### src/rtl/inst_fetch_bridge_if.sv
// SRAM-like instruction bus between the fetch bridge and the memory side.
// Two-phase transaction: address accepted by addr_ok, read data returned with data_ok.
interface inst_fetch_bridge_if;
  logic        bus_req_o;
  logic [31:0] bus_addr_o;
  logic        bus_addr_ok_i;
  logic        bus_data_ok_i;
  logic [31:0] bus_rdata_i;

  modport master (
    output bus_req_o,
    output bus_addr_o,
    input  bus_addr_ok_i,
    input  bus_data_ok_i,
    input  bus_rdata_i
  );

  modport slave (
    input  bus_req_o,
    input  bus_addr_o,
    output bus_addr_ok_i,
    output bus_data_ok_i,
    output bus_rdata_i
  );
endinterface

### src/rtl/inst_fetch_bridge.sv
// Fetch bridge: one-entry address-tagged instruction buffer in front of a variable-latency bus.
// Misses stall the core; timeouts and misaligned PCs return a NOP.
module inst_fetch_bridge #(
  parameter int unsigned TIMEOUT_CYC = 255,
  parameter logic [31:0] NOP_INST    = 32'h0340_0000
) (
  input  logic                       clk,
  input  logic                       rst,
  input  logic                       core_ce_i,
  input  logic [31:0]                core_addr_i,
  output logic [31:0]                core_inst_o,
  output logic                       core_stall_o,
  output logic                       fetch_err_o,
  output logic                       align_err_o,
  inst_fetch_bridge_if.master        bus
);

  localparam int unsigned     CW       = $clog2(TIMEOUT_CYC + 1);
  localparam logic [CW-1:0]   TMO_LAST = CW'(TIMEOUT_CYC - 1);
  localparam logic [CW-1:0]   TMO_MAX  = CW'(TIMEOUT_CYC);

  typedef enum logic [1:0] {S_IDLE, S_REQ, S_WAIT} state_t;

  state_t          state_q, state_d;
  logic            buf_valid_q, buf_valid_d;
  logic [31:0]     buf_addr_q, buf_addr_d;
  logic [31:0]     buf_data_q, buf_data_d;
  logic [31:0]     req_addr_q, req_addr_d;
  logic            bus_req_q, bus_req_d;
  logic [CW-1:0]   tmo_cnt_q, tmo_cnt_d;
  logic            fetch_err_d;
  logic            hit;
  logic            done;

  assign align_err_o  = core_ce_i & (core_addr_i[1:0] != 2'b00);
  assign hit          = buf_valid_q & (buf_addr_q == core_addr_i) & ~align_err_o;
  assign core_stall_o = core_ce_i & ~hit & ~align_err_o;

  assign bus.bus_req_o  = bus_req_q;
  assign bus.bus_addr_o = req_addr_q;

  always_comb begin
    core_inst_o = '0;
    if (core_ce_i) begin
      if (align_err_o)
        core_inst_o = NOP_INST;
      else if (hit)
        core_inst_o = buf_data_q;
    end
  end

  always_comb begin
    state_d     = state_q;
    buf_valid_d = buf_valid_q;
    buf_addr_d  = buf_addr_q;
    buf_data_d  = buf_data_q;
    req_addr_d  = req_addr_q;
    bus_req_d   = 1'b0;
    tmo_cnt_d   = tmo_cnt_q;
    fetch_err_d = 1'b0;
    done        = 1'b0;

    unique case (state_q)
      S_IDLE: begin
        if (core_stall_o) begin
          req_addr_d = core_addr_i;
          tmo_cnt_d  = '0;
          bus_req_d  = 1'b1;
          state_d    = S_REQ;
        end
      end
      S_REQ, S_WAIT: begin
        // data_ok only counts in REQ when the address is accepted in the same cycle
        done = (state_q == S_REQ) ? (bus.bus_addr_ok_i & bus.bus_data_ok_i)
                                  : bus.bus_data_ok_i;
        if (done) begin
          buf_valid_d = 1'b1;
          buf_addr_d  = req_addr_q;
          buf_data_d  = bus.bus_rdata_i;
          state_d     = S_IDLE;
        end else if (tmo_cnt_q == TMO_LAST) begin
          buf_valid_d = 1'b1;
          buf_addr_d  = req_addr_q;
          buf_data_d  = NOP_INST;
          fetch_err_d = 1'b1;
          state_d     = S_IDLE;
        end else begin
          if (tmo_cnt_q != TMO_MAX)
            tmo_cnt_d = tmo_cnt_q + CW'(1);
          if (state_q == S_REQ) begin
            if (bus.bus_addr_ok_i)
              state_d = S_WAIT;
            else
              bus_req_d = 1'b1;
          end
        end
      end
      default: state_d = S_IDLE;
    endcase
  end

  always_ff @(posedge clk or negedge rst) begin
    if (!rst) begin
      state_q     <= S_IDLE;
      buf_valid_q <= 1'b0;
      buf_addr_q  <= '0;
      buf_data_q  <= '0;
      req_addr_q  <= '0;
      bus_req_q   <= 1'b0;
      tmo_cnt_q   <= '0;
      fetch_err_o <= 1'b0;
    end else begin
      state_q     <= state_d;
      buf_valid_q <= buf_valid_d;
      buf_addr_q  <= buf_addr_d;
      buf_data_q  <= buf_data_d;
      req_addr_q  <= req_addr_d;
      bus_req_q   <= bus_req_d;
      tmo_cnt_q   <= tmo_cnt_d;
      fetch_err_o <= fetch_err_d;
    end
  end

endmodule

### src/flat_wrapper.sv
// flat-port wrapper written by rule: the top's interface ports become plain ports
module inst_fetch_bridge_flat 
#(
  parameter int unsigned TIMEOUT_CYC = 255,
  parameter logic [31:0] NOP_INST    = 32'h0340_0000
)
  (clk, rst, core_ce_i, core_addr_i, core_inst_o, core_stall_o, fetch_err_o, align_err_o, bus_bus_req_o, bus_bus_addr_o, bus_bus_addr_ok_i, bus_bus_data_ok_i, bus_bus_rdata_i);
  inst_fetch_bridge_if bus_i ();
  input  logic clk;
  input  logic rst;
  input  logic core_ce_i;
  input  logic [31:0] core_addr_i;
  output logic [31:0] core_inst_o;
  output logic core_stall_o;
  output logic fetch_err_o;
  output logic align_err_o;
  output wire logic [$bits(bus_i.bus_req_o)-1:0] bus_bus_req_o;
  output wire logic [$bits(bus_i.bus_addr_o)-1:0] bus_bus_addr_o;
  input wire logic [$bits(bus_i.bus_addr_ok_i)-1:0] bus_bus_addr_ok_i;
  input wire logic [$bits(bus_i.bus_data_ok_i)-1:0] bus_bus_data_ok_i;
  input wire logic [$bits(bus_i.bus_rdata_i)-1:0] bus_bus_rdata_i;
  assign bus_bus_req_o = bus_i.bus_req_o;
  assign bus_bus_addr_o = bus_i.bus_addr_o;
  assign bus_i.bus_addr_ok_i = bus_bus_addr_ok_i;
  assign bus_i.bus_data_ok_i = bus_bus_data_ok_i;
  assign bus_i.bus_rdata_i = bus_bus_rdata_i;
  inst_fetch_bridge #(.TIMEOUT_CYC(TIMEOUT_CYC), .NOP_INST(NOP_INST)) u_core (.clk(clk), .rst(rst), .core_ce_i(core_ce_i), .core_addr_i(core_addr_i), .core_inst_o(core_inst_o), .core_stall_o(core_stall_o), .fetch_err_o(fetch_err_o), .align_err_o(align_err_o), .bus(bus_i));
endmodule
### config.mk
export PLATFORM = sky130hd
export DESIGN_NAME = inst_fetch_bridge_flat
export DESIGN_NICKNAME = d
export VERILOG_FILES = /design/src/rtl/inst_fetch_bridge_if.sv /design/src/rtl/inst_fetch_bridge.sv /design/src/flat_wrapper.sv
export SDC_FILE = /design/constraint.sdc
export NUM_CORES = 1
export LEC_CHECK = 0
export CELL_PAD_IN_SITES_DETAIL_PLACEMENT = 0
export CELL_PAD_IN_SITES_GLOBAL_PLACEMENT = 1
export CORE_MARGIN = 4
export CORE_UTILIZATION = 45
export DETAILED_ROUTE_END_ITERATION = 8
export DONT_BUFFER_PORTS = 1
export HOLD_SLACK_MARGIN = 0.08
export PLACE_DENSITY = 0.76
export SLEW_MARGIN = 20
export SYNTH_ARGS = -nofsm -noshare
export SYNTH_HDL_FRONTEND = slang
export SYNTH_SLANG_ARGS = --single-unit
export TNS_END_PERCENT = 100
### constraint.sdc
create_clock -name clk -period 2.76 [get_ports clk]
set_input_delay 0.414 -clock clk [delete_from_list [all_inputs] [get_ports clk]]
set_output_delay 0.414 -clock clk [all_outputs]
set_load 0.01 [all_outputs]
=== Yosys cells after proc, flatten, opt, wreduce, memory -nomap -nowiden ===
Cells that the tools add are included.

* Register bits after elaboration: 109
* Bits in latches: 0
* Memory bits (writable): 0
* ROM bits: 0
* Bits of input ports: 69
* Word-level logic and storage cells: 67
* Memories kept: 0

* $add $sub $neg: 1
* $mul: 0
* Divide/modulo/power cells: 0
* Order comparisons: 0
* Equal/unequal tests: 11
* Shift-type cells: 0
* Mux-type cells: 30
* Bitwise logic cells: 8
* Reductions and logical operators: 9

{| class="wikitable"
|+ Operator list
! cell !! number
|-
| $mux 32 || 7
|-
| $eq 32x32->1 || 1
|-
| $mux 8 || 4
|-
| $pmux 8 s2 || 1
|-
| $mux 1 || 11
|-
| $mux 2 || 5
|-
| $add 8x1->8 const B || 1
|-
| $eq 8x8->1 const B || 1
|-
| $ne 8x8->1 const B || 1
|-
| $and 1x1->1 || 6
|-
| $ne 2x2->1 const B || 3
|-
| $reduce_bool 2->1 || 3
|-
| $reduce_and 5->1 || 1
|-
| $ne 4x1->1 const B || 1
|-
| $ne 4x2->1 const B || 1
|-
| $pmux 2 s2 || 1
|-
| $reduce_and 2->1 || 2
|-
| $reduce_and 3->1 || 1
|-
| $eq 2x1->1 const B || 1
|-
| $eq 2x2->1 const B || 1
|-
| $logic_not 2->1 || 1
|-
| $ne 2x1->1 const B || 1
|-
| $not 1->1 || 2
|-
| $pmux 1 s2 || 1
|-
| $reduce_or 2->1 || 1
|}

=== Depth between registers and ports, before layout ===
Gate-level depths: netlist of run 1.

* Depth after elaboration: 9
* Gate-level depth with buffers: 9
* Depth with buffers taken out: 8

=== Worst setup path before layout of run 1 ===
Ideal clock, no wire load.

* Path kind: input -> output
* From: in core_addr_i[0]
* To: out core_inst_o[22]
* Arrival time: 1832 ps
* Setup slack: 514 ps
* Cell stages on the path: 7
* Cell sequence: o21a_1 nor4_1 nand2_1 nor3_1 clkbuf_1 and2_1 a21o_1

* Cells in the longest elaborated chain, start to end: 7
* Elaborated cells between the ends (all ways): 9
* Those cells by class: 1 x eq/ne; 3 x mux; 4 x bitwise; 1 x reduce/logical

{| class="wikitable"
|+ RTL lines
! what !! RTL line !! text
|-
| from (decl) || flat_wrapper.sv:12 || <nowiki>input logic [31:0] core_addr_i;</nowiki>
|-
| branches (longest 5 deep; another with $eq 32x32->1) || - ||
|-
| $mux 32 (*) || inst_fetch_bridge.sv:45 || <nowiki>if (align_err_o)</nowiki>
|-
| $mux 32 (*) || inst_fetch_bridge.sv:44 || <nowiki>if (core_ce_i) begin</nowiki>
|-
| to (decl) || flat_wrapper.sv:13 || <nowiki>output logic [31:0] core_inst_o;</nowiki>
|}

Every way passes the cells marked *.

=== Final worst setup path of run 1 ===
* From: reg u_core.buf_addr_q[0]
* To: out core_inst_o[9]

* Cells in the longest elaborated chain, start to end: 6

{| class="wikitable"
|+ RTL lines
! what !! RTL line !! text
|-
| from (decl) || inst_fetch_bridge.sv:26 || <nowiki>logic [31:0] buf_addr_q, buf_addr_d;</nowiki>
|-
| from (signal assigned) || inst_fetch_bridge.sv:115 || <nowiki>buf_addr_q <= buf_addr_d;</nowiki>
|-
| $eq 32x32->1 || inst_fetch_bridge.sv:36 || <nowiki>assign hit = buf_valid_q & (buf_addr_q == core_addr_i) & ~align_err_o;</nowiki>
|-
| $and 1x1->1 (2 in series) || inst_fetch_bridge.sv:36 ||
|-
| $mux 32 || inst_fetch_bridge.sv:47 || <nowiki>else if (hit)</nowiki>
|-
| $mux 32 || inst_fetch_bridge.sv:45 ||
|-
| $mux 32 || inst_fetch_bridge.sv:44 ||
|}

Every way passes these cells.

==> key figures, run 1 <==
Power and ir drop
  – Power per cell area: 1080 mW/mm^2
  – Peak VDD IR: 604 uV
  – Leak: 2.71 nW
  – Tot Pwr: 6.12 mW

Global routing
  – Initial antenna violation count: 0
  – Vias in the first global route: 3,729
  – GRT Residual Overflow: 0
  – Tot GR Track Use: 19.7%
  – Pin count of the biggest net entering global routing: 110
  – Global-route wire length before repair: 19.8 mm

Finish
  – Final nets: 557
  – Multi-input logic area: 0.00226 mm^2
  – # fillers: 1,023
  – Register area: 0.00273 mm^2
  – Antenna Diode Count: 0
  – Share of layout cells above drive strength 1: 10.0%
  – Area grow syn2layout: 12.1%

Flow run
  – Max-Cap Viols: 0

Timing
  – Final Hold Viols: 109
  – Slew headroom: 56.4%
  – Clock Skews: 0.00317 ns
  – Crit share post-route: 94.9%
  – Final critical-path required period: 2.62 ns
  – Number of setup violations in the final report: 0
  – Max Freq: 382 MHz
  – Unrepaired setup endpoints after global routing: no
  – Hold slack: -0.242 ns
  – Setup_tns: 0 ns
  – Final Max Tran Viols: 0
  – Worst Tran Pin Value: 0.648 ns

Logic synthesis
  – Sequential area share after synthesis: 53.8%
  – Post-synth EDFFs: 0
  – Unique cell type count in the Yosys netlist: 44
  – Post-synth top flop: dfrtp_1
  – Yosys warning total: 0
  – Syn_nets: 551
  – Top cell types by occurrence after synthesis: 109 x dfrtp_1, 107 x nand2_1, 32 x and3_1, 31 x xor2_1, 30 x a22o_1
  – Largest area contributor in the netlist: dfrtp_1
  – Synthesized area: 0.00507 mm^2
  – Gate Count Post-Synth: 477
  – Syn avg cell area: 10.6 um^2
  – Most numerous cell in the Yosys netlist: dfrtp_1
  – Yosys reg bits: 109
  – Post-synth top area share: 53.8%
  – Largest cells by area after synthesis: dfrtp_1 54%, nand2_1 7.9%, mux2_1 6.0%
  – Async S/R FF share, synth: 100%

Clock network
  – Clk buf depth: 2
  – CTS tree: yes
  – Num CTS Buffers: 9
  – H-tree lvl count: 3
  – Clock transition at the registers of the reported paths: 0.07 ns
  – CTS root buffer: clkbuf_16
  – CTS sink cnt: 109
  – Worst-skew pair later-pin latency: 0.35 ns

Drt
  – Routed WL per cell: 19.7 um
  – Residual DRC: 0
  – First DRT Iteration DRCs: 218
  – DRT Wirelength: 12.4 mm
  – Pre-Repair DR Iteration Count: 4
  – Routed Antenna Nets: 0
  – Via density per instance: 5.67
  – Vias: 3,562

Hold path
  – Hold crit path type: in -> async

Floorplanning
  – Die W: 114 um
  – Die Ht: 114 um
  – I/O pin count: 137
  – Core Area: 0.0109 mm^2
  – Starting Density: 46.4%
  – # rows: 38
  – Die area: 0.0130 mm^2

Worst setup path
  – Cell breakdown of the critical path: xor2_1 -> nor4_2 -> nand3_2 -> nor3_4 -> buf_4 -> clkbuf_16 -> and3_1
  – CP delay by family, top: simple AND/OR/NAND/NOR gates
  – Worst path slowest cell: dfrtp_1
  – Worst path required time: 2.35 ns
  – Buf/Inv on CP: 2
  – Critical Path Fanout Max: 15
  – Critical Path Source Type: flip-flop
  – Biggest cell delay along the critical path: 0.42 ns
  – Worst setup path class: reg -> out
  – WP data arrival: 2.21 ns
  – Crit. End Element: output port

Place
  – GPL Wtd Cong: 0.871
  – DP HPWL: 8.63 mm
  – PortBufs: 0

Status
  – Status: finished with violations
  – Violated checks: hold timing
## kinds of logic after synthesis
family                   synth area share (%)
XOR/XNOR                                 5.53
buffers and inverters                    2.74
multiplexers                             6.86
AO/OA/AOI/OAI                            11.1
AND/OR/NAND/NOR                          18.7
flip-flops                               53.8
adder cells (fa/ha/maj)                  1.23
## what timing repair did
action                     CTS  global route
cloned                       0             1
setup buffers                1             4
hold endpoints to repair   109           109
pin swaps                    1             6
setup endpoints to repair   32             3
gates resized for setup      3             3
## state kept, by name, indices dropped and copies added (netlist names)
name                   flops
u_core.buf_addr_q         32
u_core.buf_data_q         32
u_core.buf_valid_q         1
u_core.bus.bus_addr_o     32
u_core.bus.bus_req_o       1
u_core.fetch_err_o         1
u_core.state_q             2
u_core.tmo_cnt_q           8
## metal layers
| metal | track usage [%] | up-vias | wire length [um] |
|---|---|---|---|
| li1 | - | 1695 | - |
| met1 | 26.4 | 1740 | 5230 |
| met2 | 30.8 | 113 | 5880 |
| met3 | 5.92 | 14 | 1080 |
| met4 | 6.25 | 0 | 171 |
| met5 | 0 | - | 0 |
## cell usage in the layout, fill, tap and decap left out, types with 2 or more instances in the layout
cell type	instances
dfrtp_1	109
a21boi_0	3
a21o_1	3
mux2_2	3
clkbuf_1	3
mux2_1	27
and3_1	32
nor3_1	3
nand3_1	8
buf_4	14
o31ai_1	3
inv_1	6
clkbuf_8	2
nor2_1	12
nand2_1	106
clkinv_4	2
nor4_1	8
buf_12	4
o41ai_1	9
xor2_1	31
a31oi_1	5
o21ai_0	3
and2_1	7
nand2b_1	3
ha_1	5
a21oi_1	5
clkbuf_16	10
a22o_1	30
nor4_2	5
nand4_1	2
or3_1	2
o22a_1	3
## final cells by class
cell class / instances / area share, %
multi-input cells: 337 / 39.8
repair buffers: 19 / 3.70
clock inverters: 2 / 0.308
inverters: 7 / 0.463
clock buffers: 14 / 4.65
well taps: 140 / 3.08
flip-flops and latches: 109 / 48.0
## power breakdown
group	total, mW	internal (mW)	switching, mW	leakage [nW]
clock network	1.23	0.667	0.568	0.137
registers	2.89	2.29	0.602	1.36
logic	2.00	0.883	1.12	1.22
total	6.12	3.83	2.29	2.71
## worst paths after layout
| path | to | cells after the start | from | slack, ns |
|---|---|---|---|---|
| hold / removal | u_core.buf_data_q[4] | 0 | rst | -0.24 |
| max in group asynchronous | u_core.buf_valid_q | 0 | rst | 2.83 |
| hold reg to reg | u_core.buf_valid_q | 1 | u_core.buf_valid_q | 0.48 |
| min in group clk | u_core.buf_data_q[25] | 1 | bus_bus_rdata_i[25] | 0.19 |
| setup reg to reg | u_core.bus.bus_addr_o[8] | 7 | u_core.buf_addr_q[25] | 0.30 |
| setup / recovery | core_inst_o[9] | 7 | u_core.buf_addr_q[0] | 0.14 |
## stage by stage
step           instance area, um^2  util [%]  worst slack [ns]  cells
6_report                      5680      51.9             0.141    628
5_1_grt                       5680      51.9            0.0156    628
4_1_cts                       5590      51.2            0.0253    623
3_5_place_dp                  5290      48.4             0.175    606
3_3_place_gp                  5290      48.4             0.178    606
2_1_floorplan                 5070         -             0.514    477
Power figures use the tool's default switching activity.
==> run 2: changes to the inputs <==
- CELL_PAD_IN_SITES_DETAIL_PLACEMENT: 0 -> 1
- CELL_PAD_IN_SITES_GLOBAL_PLACEMENT: 1 -> 2
- CORE_UTILIZATION: 45 -> 39
- PLACE_DENSITY: 0.76 -> 0.81
- clock period: 2.76 -> 3 ns (I/O delays scaled with it)
==> key figures, run 2 (same netlist as run 1, synthesis figures left out) <==
Timing
  – Max Freq: 356 MHz
  – Unrepaired setup endpoints after global routing: no
  – Final Max Tran Viols: 0 (unchanged)
  – Hold slack: -0.212 ns (+0.0299 ns)
  – Slew headroom: 50.7% (-5.7 points)
  – Worst Tran Pin Value: 0.733 ns (+0.0841 ns)
  – Clock Skews: 0.00442 ns (+0.00125 ns)
  – Number of setup violations in the final report: 0 (unchanged)
  – Fin worst setup slack: 0.192 ns (+0.0513 ns)
  – Final critical-path required period: 2.81 ns
  – Setup_tns: 0 ns (unchanged)
  – Crit share post-route: 93.6%
  – Final Hold Viols: 109 (unchanged)

Global routing
  – GRT Residual Overflow: 0 (unchanged)
  – GR Util met3: 6.08% (+0.16 points)
  – Global-route wire length before repair: 21.2 mm (+7.0%)
  – Pin count of the biggest net entering global routing: 110 (unchanged)
  – Vias in the first global route: 3,913 (+4.9%)
  – Tot GR Track Use: 18.3% (-1.4 points)
  – Met1 usage: 22.3% (-4.2 points)
  – Initial antenna violation count: 0 (unchanged)
  – Global route hottest layer: met2
  – Met2 Usage GRT: 30.2% (-0.54 points)

Floorplanning
  – Die Ht: 122 um (+6.9%)
  – Core Area: 0.0127 mm^2 (+16%)
  – I/O pin count: 137 (unchanged)
  – # rows: 41 (+7.9%)
  – Starting Density: 40.0% (-6.3 points)
  – Die W: 122 um (+6.9%)
  – Die area: 0.0149 mm^2 (+14%)

Finish
  – Antenna Diode Count: 0 (unchanged)
  – Final nets: 548 (-1.6%)
  – Most frequent cells in the layout: 109 x dfrtp_1, 106 x nand2_1, 32 x and3_1
  – Final Util: 44.5% (-7.5 points)
  – Share of layout cells above drive strength 1: 7.93% (-2.1 points)
  – Fin cells: 651 (+3.7%)
  – Most common cell after layout, fill and taps aside: dfrtp_1
  – # fillers: 1,423 (+39%)
  – Area grow syn2layout: 11.2%

Hold path
  – Hold crit path type: in -> async

Clock network
  – Num CTS Buffers: 9 (unchanged)
  – Clock transition at the registers of the reported paths: 0.07 ns (about the same)
  – Clk buf depth: 2 (unchanged)
  – H-tree lvl count: 3 (unchanged)
  – Setup Fix Bufs, Post-CTS: 0 (-1)
  – CTS root buffer: clkbuf_16
  – CTS tree: yes
  – Worst-skew pair later-pin latency: 0.35 ns (about the same)
  – CTS sink cnt: 109 (unchanged)

Worst setup path
  – WP data arrival: 2.36 ns (+0.15 ns)
  – Biggest cell delay along the critical path: 0.41 ns (about the same)
  – Worst path required time: 2.55 ns (+0.20 ns)
  – Cell breakdown of the critical path: xor2_1 -> nor4_1 -> nand3_2 -> nor3_2 -> buf_12 -> and2_1 -> a21o_1
  – Worst path slowest cell: nor4_1
  – Critical Path Fanout Max: 30 (+15)
  – Critical Path Source Type: flip-flop
  – Buf/Inv on CP: 1 (-1)
  – CP delay by family, top: simple AND/OR/NAND/NOR gates
  – Worst setup path class: reg -> out
  – Crit. End Element: output port

Place
  – PortBufs: 0 (unchanged)
  – Cells after DPL: 635 (+4.8%)
  – Pre-CTS WS: 0.285 ns (+0.110 ns)
  – DP HPWL: 9.45 mm (+9.5%)
  – GPL Wtd Cong: 0.780 (-10%)

Drt
  – First DRT Iteration DRCs: 165 (-24%)
  – Residual DRC: 0 (unchanged)
  – Pre-Repair DR Iteration Count: 4 (unchanged)
  – DRT Wirelength: 13.4 mm (+8.4%)
  – Routed WL per cell: 20.6 um (+4.6%)
  – Via density per instance: 5.56 (-1.9%)
  – Routed Antenna Nets: 0 (unchanged)
  – Vias: 3,622 (+1.7%)

Power and ir drop
  – Peak VDD IR: 674 uV (+12%)
  – Tot Pwr: 5.79 mW (-5.5%)
  – Leak: 2.66 nW (-2.0%)
  – Power per cell area: 1030 mW/mm^2 (-4.7%)

Status
  – Violated checks: hold timing
  – Status: finished with violations

Flow run
  – Max-Cap Viols: 0 (unchanged)
[run 2: metal layers]
metal	vias to the layer above	routed length, um
li1	1676	-
met1	1833	5440
met2	97	6680
met3	16	1020
met4	0	248
met5	-	0
[run 2: stage by stage]
stage          hold slack [ns]  cell area [um^2]
6_report                -0.212              5630
2_1_floorplan            0.154              5070
3_3_place_gp             0.160              5310
5_1_grt                 -0.231              5630
4_1_cts                 -0.226              5630
3_5_place_dp             0.161              5310
[run 2: final cells by class]
cell class                 instances  area, um^2  area share (%)
sequential                       109        2730            48.4
multi-input combinational        337        2230            39.6
clock buffer                      10         229            4.06
tap                              172         215            3.82
timing repair buffer              10         113            2.00
clock inverter                     6        95.1            1.69
inverter                           7        26.3           0.466
[run 2: worst paths after layout]
path | start | endpoint | slack (ns) | cells past startpoint
worst max-delay path | u_core.buf_addr_q[0] | core_inst_o[22] | 0.19 | 7
max in group asynchronous | rst | u_core.buf_addr_q[12] | 2.99 | 0
worst max register to register | u_core.tmo_cnt_q[0] | u_core.tmo_cnt_q[3] | 0.40 | 8
min in group clk | core_addr_i[23] | u_core.bus.bus_addr_o[23] | 0.22 | 1
worst min register to register | u_core.buf_addr_q[17] | u_core.buf_addr_q[17] | 0.50 | 2
worst min-delay path | rst | u_core.tmo_cnt_q[2] | -0.21 | 0
[run 2: repair_timing]
item	4_1_cts	5_1_grt
endpoints found under the setup margin	0	2
hold endpoints to repair	109	109
gates resized for setup	0	1
[run 2: power by group]
group | leakage (nW) | switching, mW | internal (mW)
sequential | 1.36 | 0.573 | 2.10
clock | 0.151 | 0.552 | 0.741
combinational | 1.15 | 1.05 | 0.770
total | 2.66 | 2.17 | 3.61
==> run 3: changes to the inputs <==
- GPL_TIMING_DRIVEN: not set -> 0
- SLEW_MARGIN: 20 -> not set
==> key figures, run 3 (same netlist as run 1, synthesis figures left out) <==
Worst setup path
  – CP delay by family, top: simple AND/OR/NAND/NOR gates
  – Critical Path Source Type: flip-flop
  – Cell breakdown of the critical path: xor2_1 -> nor4_1 -> nand4_1 -> nor3_4 -> buf_4 -> clkbuf_2 -> and3_1
  – Worst setup path class: reg -> out
  – Crit. End Element: output port
  – Biggest cell delay along the critical path: 0.41 ns (about the same)
  – Critical Path Fanout Max: 10 (-67%)
  – Crit. path cell count: 7 (unchanged)
  – Buf/Inv on CP: 2 (+1)
  – Worst path required time: 2.55 ns (about the same)
  – Reg2reg path depth: 7 (-1)
  – Worst path slowest cell: dfrtp_1
  – WP data arrival: 2.40 ns (+0.04 ns)

Finish
  – Share of layout cells above drive strength 1: 7.09% (-0.85 points)
  – Area grow syn2layout: 11.1% (about the same)
  – Antenna Diode Count: 0 (unchanged)
  – Most frequent cells in the layout: 109 x dfrtp_1, 107 x nand2_1, 32 x and3_1
  – Final nets: 563 (+2.7%)
  – Most common cell after layout, fill and taps aside: dfrtp_1

Timing
  – Hold slack: -0.207 ns (+0.00465 ns)
  – Final critical-path required period: 2.85 ns (+0.0393 ns)
  – Clock Skews: 0.00792 ns (+0.00350 ns)
  – Number of setup violations in the final report: 0 (unchanged)
  – Final Hold Viols: 109 (unchanged)
  – Crit share post-route: 94.9% (+1.3 points)
  – Setup_tns: 0 ns (unchanged)
  – Fin worst setup slack: 0.153 ns (-0.0393 ns)
  – Unrepaired setup endpoints after global routing: no
  – Final Max Tran Viols: 0 (unchanged)
  – Max Freq: 351 MHz (-1.4%)
  – Slew headroom: 33.2% (-18 points)
  – Worst Tran Pin Value: 1.00 ns (+0.269 ns)

Floorplanning
  – Core Area: 0.0127 mm^2 (unchanged)
  – # rows: 41 (unchanged)
  – Die area: 0.0149 mm^2 (unchanged)
  – Die Ht: 122 um (unchanged)
  – Starting Density: 40.0% (unchanged)
  – Die W: 122 um (unchanged)
  – I/O pin count: 137 (unchanged)

Status
  – Status: finished with violations
  – Violated checks: hold timing

Clock network
  – H-tree lvl count: 3 (unchanged)
  – CTS sink cnt: 109 (unchanged)
  – Num CTS Buffers: 9 (unchanged)
  – CTS root buffer: clkbuf_16
  – Clk buf depth: 2 (unchanged)
  – Worst-skew pair later-pin latency: 0.35 ns (about the same)
  – CTS tree: yes
  – Clock transition at the registers of the reported paths: 0.07 ns (about the same)

Global routing
  – Pin count of the biggest net entering global routing: 110 (unchanged)
  – Initial antenna violation count: 0 (unchanged)
  – Global-route wire length before repair: 21.2 mm (about the same)
  – GRT Residual Overflow: 0 (unchanged)
  – Vias in the first global route: 3,829 (-2.1%)
  – Tot GR Track Use: 18.5% (+0.24 points)

Hold path
  – Hold crit path type: in -> async

Drt
  – Vias: 3,683 (+1.7%)
  – Routed WL per cell: 20.4 um (-0.81%)
  – First DRT Iteration DRCs: 155 (-6.1%)
  – Pre-Repair DR Iteration Count: 4 (unchanged)
  – Via density per instance: 5.53 (-0.61%)
  – Routed Antenna Nets: 0 (unchanged)
  – Residual DRC: 0 (unchanged)
  – DRT Wirelength: 13.6 mm (+1.5%)

Flow run
  – Max-Cap Viols: 0 (unchanged)

Place
  – GPL Wtd Cong: 0.779 (-0.14%)
  – DP HPWL: 10.0 mm (+5.9%)
  – PortBufs: 0 (unchanged)
  – Pre-CTS WS: -0.0137 ns (-0.299 ns)

Power and ir drop
  – Power per cell area: 1010 mW/mm^2 (-1.5%)
  – Leak: 2.66 nW (+0.24%)
  – Tot Pwr: 5.70 mW (-1.6%)
  – Peak VDD IR: 523 uV (-22%)
[run 3: cell count changes in the layout (fill, tap and decap cells not counted), sizes merged]
cell / previous run / this run
clkbuf: 10 / 30
inv: 8 / 7
buf: 10 / 5
clkinv: 1 / 3
bufinv: 2 / 1
[run 3: report_power, final]
group	total [mW]	internal, mW	switching (mW)
Clock	1.24	0.677	0.563
Sequential	2.67	2.10	0.565
Combinational	1.79	0.740	1.05
Total	5.70	3.52	2.18
[run 3: path summary, 6_finish.rpt]
| check | from | end | slack [ns] |
|---|---|---|---|
| worst min-delay path | rst | u_core.buf_data_q[25] | -0.21 |
| worst max-delay path | u_core.buf_addr_q[27] | core_inst_o[29] | 0.15 |
| max in group asynchronous | rst | u_core.bus.bus_addr_o[17] | 2.98 |
| worst min register to register | u_core.buf_valid_q | u_core.buf_valid_q | 0.48 |
| worst max register to register | u_core.state_q[0] | u_core.tmo_cnt_q[6] | 0.34 |
| min in group clk | core_addr_i[28] | u_core.bus.bus_addr_o[28] | 0.22 |
[run 3: what timing repair did]
item                                    CTS  global route
endpoints found under the setup margin   32            24
pin swaps                                 0             1
buffers inserted                          0             1
resized for setup                         4             6
endpoints found under the hold margin   109           109
[run 3: metrics by stage]
step,cells,utilization [%],hold WS (ns),instance area [um^2]
6_report,666,44.4,-0.207,5630
5_1_grt,666,44.4,-0.232,5630
4_1_cts,665,44.3,-0.228,5610
3_5_place_dp,649,41.7,0.160,5280
3_3_place_gp,649,41.7,0.159,5280
2_1_floorplan,477,-,0.154,5070
[run 3: layer usage]
layer	share of wire (%)	global-route usage [%]
met5	0	0
met4	1.8	7.07
met3	7.7	6.50
met2	48	29.3
met1	43	23.3
[run 3: cell type report]
type,instances,area [um^2]
fillers,1409,7040
flip-flops and latches,109,2730
multi-input cells,337,2230
clock buffers,10,239
well taps,172,215
plain buffers,24,116
clock inverters,6,70.1
inverters,7,26.3
repair buffers,1,7.51
[run 3: worst reg2reg max path, cell delays in order, from the launching register on]
cell and delay [ns]:
dfrtp_1 0.43, inv_1 0.07, ha_1 0.31, clkbuf_1 0.41, nand2_1 0.35, a21boi_0 0.32
o41ai_1 0.49, o31ai_1 0.14
